[config.mk]
export PLATFORM = sky130hd
export DESIGN_NAME = dmem_arbiter
export DESIGN_NICKNAME = d
export VERILOG_FILES = /design/src/rtl/dmem_arb_pkg.sv /design/src/rtl/dmem_arbiter_rr_lock_picker.sv /design/src/rtl/dmem_arbiter.sv
export SDC_FILE = /design/constraint.sdc
export NUM_CORES = 1
export LEC_CHECK = 0
export CORE_MARGIN = 5
export CORE_UTILIZATION = 43
export DETAILED_ROUTE_END_ITERATION = 8
export GPL_TIMING_DRIVEN = 1
export PLACE_DENSITY_LB_ADDON = 0.2
export SETUP_SLACK_MARGIN = 0.5
export SLEW_MARGIN = 20
export SYNTH_ARGS = -nofsm -noshare
export SYNTH_HDL_FRONTEND = slang
export SYNTH_HIERARCHICAL = 1
export SYNTH_SLANG_ARGS = --single-unit
[constraint.sdc]
create_clock -name clk -period 4.2 [get_ports clk]
set_clock_uncertainty 0.1 [all_clocks]
set_input_delay 1.05 -clock clk [delete_from_list [all_inputs] [get_ports clk]]
set_output_delay 1.05 -clock clk [all_outputs]
set_load 0.01 [all_outputs]
[src/rtl/dmem_arb_pkg.sv]
// Shared encodings for the data-memory arbiter: sequencer states and grant ids.
package dmem_arb_pkg;

    typedef enum logic [1:0] {
        ST_IDLE   = 2'd0,
        ST_ACCESS = 2'd1,
        ST_DONE   = 2'd2
    } state_t;

    localparam logic GNT_CPU  = 1'b0;
    localparam logic GNT_HOST = 1'b1;

endpackage

[src/rtl/dmem_arbiter_rr_lock_picker.sv]
// Combinational winner select: round-robin between CPU and host, with a
// bounded host lock that lets the host keep the port for a burst.
module rr_lock_picker
    import dmem_arb_pkg::*;
#(
    parameter int MAX_BURST = 4,
    parameter int CNT_W     = 3
) (
    input  logic             cpu_req,
    input  logic             host_req,
    input  logic             host_lock,
    input  logic             last_grant,
    input  logic [CNT_W-1:0] burst_cnt,
    output logic             any_req,
    output logic             winner
);

    localparam logic [CNT_W-1:0] MAX_CNT = CNT_W'(MAX_BURST);

    always_comb begin
        any_req = cpu_req | host_req;
        winner  = GNT_CPU;
        if (host_req && !cpu_req) begin
            winner = GNT_HOST;
        end else if (host_req && cpu_req) begin
            if ((last_grant == GNT_HOST) && host_lock && (burst_cnt < MAX_CNT)) begin
                winner = GNT_HOST;
            end else begin
                winner = ~last_grant;
            end
        end
    end

endmodule

[src/rtl/dmem_arbiter.sv]
// Shares the single data-memory port between the CPU load/store path and a
// host port through an IDLE -> ACCESS -> DONE sequencer.
module dmem_arbiter
    import dmem_arb_pkg::*;
#(
    parameter int DATA_W    = 32,
    parameter int ADDR_W    = 10,
    parameter int MAX_BURST = 4
) (
    input  logic              clk,
    input  logic              RESET_N,
    input  logic              cpu_req,
    input  logic              cpu_we,
    input  logic [ADDR_W-1:0] cpu_addr,
    input  logic [DATA_W-1:0] cpu_wdata,
    output logic              cpu_ack,
    output logic [DATA_W-1:0] cpu_rdata,
    output logic              cpu_stall,
    input  logic              host_req,
    input  logic              host_we,
    input  logic [ADDR_W-1:0] host_addr,
    input  logic [DATA_W-1:0] host_wdata,
    input  logic              host_lock,
    output logic              host_ack,
    output logic [DATA_W-1:0] host_rdata,
    output logic [ADDR_W-1:0] mem_addr,
    output logic [DATA_W-1:0] mem_wdata,
    output logic              mem_we,
    input  logic [DATA_W-1:0] mem_rdata,
    output logic              busy
);

    localparam int               CNT_W   = $clog2(MAX_BURST + 1);
    localparam logic [CNT_W-1:0] MAX_CNT = CNT_W'(MAX_BURST);

    state_t            state_q, state_d;
    logic              last_grant_q, last_grant_d;
    logic [CNT_W-1:0]  burst_cnt_q, burst_cnt_d;
    logic              winner_q;
    logic              lat_we_q;
    logic [ADDR_W-1:0] lat_addr_q;
    logic [DATA_W-1:0] lat_wdata_q;
    logic [DATA_W-1:0] cpu_rdata_q;
    logic [DATA_W-1:0] host_rdata_q;
    logic              any_req;
    logic              pick;

    rr_lock_picker #(
        .MAX_BURST (MAX_BURST),
        .CNT_W     (CNT_W)
    ) u_picker (
        .cpu_req    (cpu_req),
        .host_req   (host_req),
        .host_lock  (host_lock),
        .last_grant (last_grant_q),
        .burst_cnt  (burst_cnt_q),
        .any_req    (any_req),
        .winner     (pick)
    );

    always_ff @(posedge clk) begin
        if (!RESET_N) begin
            state_q <= ST_IDLE;
        end else begin
            state_q <= state_d;
        end
    end

    always_comb begin
        state_d = state_q;
        case (state_q)
            ST_IDLE:   if (any_req) state_d = ST_ACCESS;
            ST_ACCESS: state_d = ST_DONE;
            ST_DONE:   state_d = ST_IDLE;
            default:   state_d = ST_IDLE;
        endcase
    end

    // Burst accounting only moves in IDLE, where arbitration happens.
    always_comb begin
        last_grant_d = last_grant_q;
        burst_cnt_d  = burst_cnt_q;
        if (state_q == ST_IDLE) begin
            if (any_req) begin
                last_grant_d = pick;
                if ((pick == GNT_HOST) && host_lock) begin
                    if (last_grant_q == GNT_HOST) begin
                        burst_cnt_d = (burst_cnt_q == MAX_CNT) ? MAX_CNT : burst_cnt_q + 1'b1;
                    end else begin
                        burst_cnt_d = CNT_W'(1);
                    end
                end else begin
                    burst_cnt_d = '0;
                end
            end else if (!host_lock) begin
                burst_cnt_d = '0;
            end
        end
    end

    always_ff @(posedge clk) begin
        if (!RESET_N) begin
            last_grant_q <= GNT_HOST;
            burst_cnt_q  <= '0;
            winner_q     <= GNT_CPU;
            lat_we_q     <= 1'b0;
            lat_addr_q   <= '0;
            lat_wdata_q  <= '0;
            cpu_rdata_q  <= '0;
            host_rdata_q <= '0;
        end else begin
            last_grant_q <= last_grant_d;
            burst_cnt_q  <= burst_cnt_d;
            if ((state_q == ST_IDLE) && any_req) begin
                winner_q    <= pick;
                lat_we_q    <= (pick == GNT_HOST) ? host_we    : cpu_we;
                lat_addr_q  <= (pick == GNT_HOST) ? host_addr  : cpu_addr;
                lat_wdata_q <= (pick == GNT_HOST) ? host_wdata : cpu_wdata;
            end
            if ((state_q == ST_ACCESS) && !lat_we_q) begin
                if (winner_q == GNT_HOST) begin
                    host_rdata_q <= mem_rdata;
                end else begin
                    cpu_rdata_q <= mem_rdata;
                end
            end
        end
    end

    // Gating the strobe with RESET_N keeps a reset in ACCESS from committing the write.
    always_comb begin
        busy      = (state_q != ST_IDLE);
        mem_we    = (state_q == ST_ACCESS) && lat_we_q && RESET_N;
        cpu_ack   = (state_q == ST_DONE) && (winner_q == GNT_CPU);
        host_ack  = (state_q == ST_DONE) && (winner_q == GNT_HOST);
        cpu_stall = cpu_req && !cpu_ack;
    end

    assign mem_addr   = lat_addr_q;
    assign mem_wdata  = lat_wdata_q;
    assign cpu_rdata  = cpu_rdata_q;
    assign host_rdata = host_rdata_q;

endmodule

==> results of run 1 <==
[flip-flops by register name (all words and copies together) (netlist names)]
name          flops
last_grant_q      1
state_q           2
winner_q          1
mem_addr         10
cpu_rdata        32
host_rdata       32
burst_cnt_q       3
lat_we_q          1
mem_wdata        32
[path summary, 6_finish.rpt]
kind / from / end / depth (start not counted)
worst max register to register: burst_cnt_q[2] / mem_wdata[8] / 5
worst max-delay path: cpu_req / cpu_stall / 3
worst min-delay path: cpu_rdata[23] / cpu_rdata[23] / 2
worst min register to register: cpu_rdata[23] / cpu_rdata[23] / 2
[cell usage in the layout (no fill, tap or decap), types with 4 or more instances in the layout]
master / n
dfxtp_1: 114
clkbuf_16: 16
buf_4: 5
a211oi_1: 44
nor2_1: 44
a21oi_1: 68
clkinv_2: 4
bufinv_16: 4
clkdlybuf4s50_1: 232
nand2_1: 129
inv_1: 4
mux2i_1: 43
[stage by stage]
step | instance area (um2) | instances
2_1_floorplan | 4487 | 517
3_3_place_gp | 6885 | 851
3_5_place_dp | 6885 | 851
4_1_cts | 7510 | 883
5_1_grt | 7513 | 883
6_report | 7513 | 883
[metal layers]
metal	vias up	GRT usage, %	part of all wire [%]
met4	0	7.612	1.9
li1	2202	-	-
met1	1949	23.13	38
met3	19	9.326	10
met2	192	35.96	50
met5	-	0	0
[critical path: stages]
cell	delay [ps]
clkdlybuf4s50_1	550
nor2b_1	170
clkdlybuf4s50_1	580
[power breakdown]
group | internal [mW] | switching, mW
sequential | 1.16 | 0.0460
combinational | 0.310 | 0.239
clock | 0.993 | 0.498
[cell families (layout without fill, tap and decap cells)]
| group | count (synthesis) | in the layout | share of synthesized area, % |
|---|---|---|---|
| flops | 114 | 114 | 50.86 |
| buf+inv | 47 | 277 | 5.215 |
| mux | 43 | 43 | 9.593 |
| simple gates | 193 | 193 | 17.96 |
| compound gates | 118 | 118 | 15.81 |
| fa+ha+maj | 2 | 2 | 0.5576 |
[cell type report]
| class | count | area (um2) |
|---|---|---|
| Sequential cell | 114 | 2282 |
| Timing Repair Buffer | 240 | 2400 |
| Clock buffer | 19 | 441.7 |
| Multi-Input combinational cell | 356 | 2016 |
| Inverter | 5 | 20.02 |
| Clock inverter | 13 | 183.9 |
| Fill cell | 776 | 2718 |
| Tap cell | 136 | 170.2 |
==> metrics, run 1 <==
Port Buffers=233; layout cell share with drive strength beyond 1=6.292%; TNS Setup=0 ps; Crit Path Class=in2out; Final #Nets=859; H-tree Lvls=4; Die Width=112.2 um; routability-driven placement congestion ratio=0.7576; Max VDD drop=207.8 uV; Pwr Density=431.9 nW/um2; ANT nets after route=0; crit start category=primary input; status=finished, final reports clean; initial antenna violation count=0; Worst-Margin Slew=834.5 ps; ANT cells=0; hold buffer count at CTS=0; global route overflow=0; Hold Fails Final Rpt=0; post-DP HPWL=9.784 mm; register area share after synthesis=50.86%; Max Fanout on Critical Path=3; Clock Sinks=114; clk_lat worst skew=500 ps; RSZ-0062 raised after global routing=no; cell with the most instances after synthesis=nand2_1; Rel. slew slack=44.36%; Num CTS Buffers=17; Core Rows=37; DR DRC count=0; Max Clk Rate=0.2853 GHz; post-CTS setup buffers=0; Routed wire per std cell=15.37 um; Distinct cells, synth=30; Vert. Die Dim=112.2 um; FF+latch count, synth=114; Final Max Slew Viols=0; max_cap viols=0; PostCTS Resize Cnt=1; dpl ws=466.8 ps; Clock Path Buffers=2; worst setup margin=695.2 ps; Area growth syn-to-layout=67.46%; top post-synthesis cells by area=dfxtp_1, nand2_1, mux2i_1, a21oi_1, a211oi_1; Placeable Area=10230 um2; cell leakage power=2.776 nW; Top FF cell, synth=dfxtp_1; DR vias/cell=4.940; Syn Inst Count=517; hold_ws=353.0 ps; Final min period=3505 ps; clock-pin transition on the worst setup and hold timing paths=60 ps; syn avg cell area=8.679 um2; Crit. End Element=output pin; Post-Syn Area=4487 um2; Final Core Density=73.44%; post-synthesis net count=642; Via Count=4362; final period utilization=83.45%; first-pass GRT wire length=21.41 mm; first drt pass iteration count=4; Warnings, synthesis=6; post-synthesis async set-or-reset flop share=0%; required time worst endpoint=3050 ps; die area=12580 um2; largest net degree at the start of global routing=112; gr usage total=21.03%; vias in the first global route=4276; Yosys top cell area share=50.86%; Synth top cells by count=nand2_1, dfxtp_1, a21oi_1, a211oi_1, nor2_1; CTS tree=yes; Hold WC Path Type=reg2reg; flop2flop setup slack=2080 ps; Initial Utilization=43.85%; WP data arrival=2350 ps; Power, Total=3.245 mW; I/O pin total=234; EDFF count, synth=0; Root Driver=clkbuf_8; Yosys top cell by area=dfxtp_1; Initial DRC Count=227; WL final=13.57 mm; Setup violations, final=0
(Power assumes the default switching activity.)
==> inputs of run 2 (changes only) <==
Settings changed: CORE_UTILIZATION 43 to 40.
Clock period 4.2 ns to 3.3 ns, I/O delays scaled along.
==> run 2 against run 1 <==
Effect of this change:
- setup slack got worse by 150 ps
- critical path type unchanged
- utilization fell by 4.1 points
- critical path depth did not move
- highest routed layer unchanged
- clock power rose by 31%
- total power rose by 29%
- register-to-register slack got worse by 840 ps
- critical endpoint unchanged
- largest cell class unchanged
- final area rose by 0.87%
==> metrics, run 2 (synthesis gave the netlist of run 1 again) <==
GR Layer Usage met1=22.35%; hold_ws=352.0 ps; initial antenna violation count=1; Initial Utilization=41.03%; H-tree Lvls=4; Num CTS Buffers=17; Setup violations, final=0; Cell Area, Placed=6930 um2; Hold Fails Final Rpt=0; flop2flop setup slack=1240 ps; Final Core Density=69.30%; required time worst endpoint=2370 ps; Power, Total=4.197 mW; met2 Track Usage GR=36.71%; Final Max Slew Viols=0; finished layout cell area=7579 um2; die area=13440 um2; Net Sw Power=968.5 uW; final period utilization=83.38%; Clock Path Buffers=2; I/O pin total=234; WL final=13.98 mm; leading cell type in the layout, fill and taps excluded=clkdlybuf4s50_1; CTS tree=yes; largest net degree at the start of global routing=112; non-filler cells, final=890; Rel. slew slack=43.06%; share of power burned in registers=36.6%; Die Width=115.9 um; Pwr Density=553.9 nW/um2; Area growth syn-to-layout=68.91%; Max Fanout on Critical Path=3; clk_lat worst skew=400 ps; Port Buffers=233; RSZ-0062 raised after global routing=no; max_cap viols=0; Gate power share=16.9%; ANT nets after route=0; Core Rows=38; crit path from=cpu_req; layout cell share with drive strength beyond 1=6.542%; Worst-Margin Slew=854.1 ps; Vert. Die Dim=115.9 um; first drt pass iteration count=4; Post-Place Cells=857; WP data arrival=1830 ps; Most Crowded Layer GR=met2; Clock Power Share=46.5%; post-DP HPWL=10.33 mm; RR Startpoint=state_q[0]; Hold WC Path Type=reg2reg; vias in the first global route=4507; Max VDD drop=328.2 uV; Final #Nets=861; hold path start=host_rdata[8]; Crit Path Class=in2out; Via Count=4384; worst setup margin=548.6 ps; Max Clk Rate=0.3635 GHz; crit start category=primary input; dpl ws=-6.495 ps; clock-pin transition on the worst setup and hold timing paths=50 ps; status=finished, final reports clean; DR vias/cell=4.926; Clock Sinks=114; routability-driven placement congestion ratio=0.7749; Final min period=2751 ps; Routed wire per std cell=15.71 um; DR DRC count=0; cell leakage power=2.821 nW; global route overflow=0; first-pass GRT wire length=21.70 mm; Crit. End Element=output pin; global-route met3 utilization=8.198%; Net Sw Frac=23.07%; Placeable Area=10940 um2; gr usage total=20.61%; most frequent cells in the layout=clkdlybuf4s50_1, nand2_1, dfxtp_1; Cell Int Power=3.229 mW; Initial DRC Count=257; TNS Setup=0 ps; Root Driver=clkbuf_16
-- run 2: cell types whose count changed in the layout (fill, tap and decap cells not counted), moves of 2 or more --
cell and change:
buf_12 +2, clkbuf_1 +3, clkbuf_8 -2, clkdlybuf4s50_1 -2, clkinv_2 +2, clkinv_4 -2, clkinvlp_4 -3, nor3b_1 -2
nor3b_2 +2
-- run 2: layout make-up --
type	instances	area, um2
Multi-Input combinational cell	356	2026
Tap cell	140	175.2
Sequential cell	114	2283
Timing Repair Buffer	242	2437
Clock inverter	11	183.9
Fill cell	889	3357
Inverter	5	20.02
Clock buffer	21	450.4
Antenna cell	1	2.502
-- run 2: per-layer routing --
layer / vias to the layer above / part of all wire, %
met5: - / 0
met2: 165 / 51
met1: 1994 / 38
met3: 20 / 9.5
met4: 0 / 1.6
li1: 2205 / -
-- run 2: power by group through the flow --
stage | Combinational (mW) | Clock (mW) | Sequential [mW]
2_1_floorplan | 0.268 | 0 | 1.60
3_3_place_gp | 0.698 | 0 | 1.56
3_5_place_dp | 0.712 | 0 | 1.56
4_1_cts | 0.717 | 1.99 | 1.54
5_1_grt | 0.767 | 2.05 | 1.55
6_report | 0.709 | 1.95 | 1.54
-- run 2: what timing repair did --
item / 4_1_cts / 5_1_grt
buffers inserted: 0 / 0
pin swaps: 0 / 1
hold buffers: 0 / 0
endpoints found under the setup margin: 3 / 1
resized for setup: 8 / 1
-- run 2: final timing paths --
kind | endpoint | cells past startpoint
max | cpu_stall | 3
min | host_rdata[8] | 2
max reg2reg | cpu_rdata[21] | 4
min reg2reg | host_rdata[8] | 2
-- run 2: critical path: stages --
cell and delay (ps):
dlygate4sd2_1 290, nor2b_1 150, clkdlybuf4s50_1 550
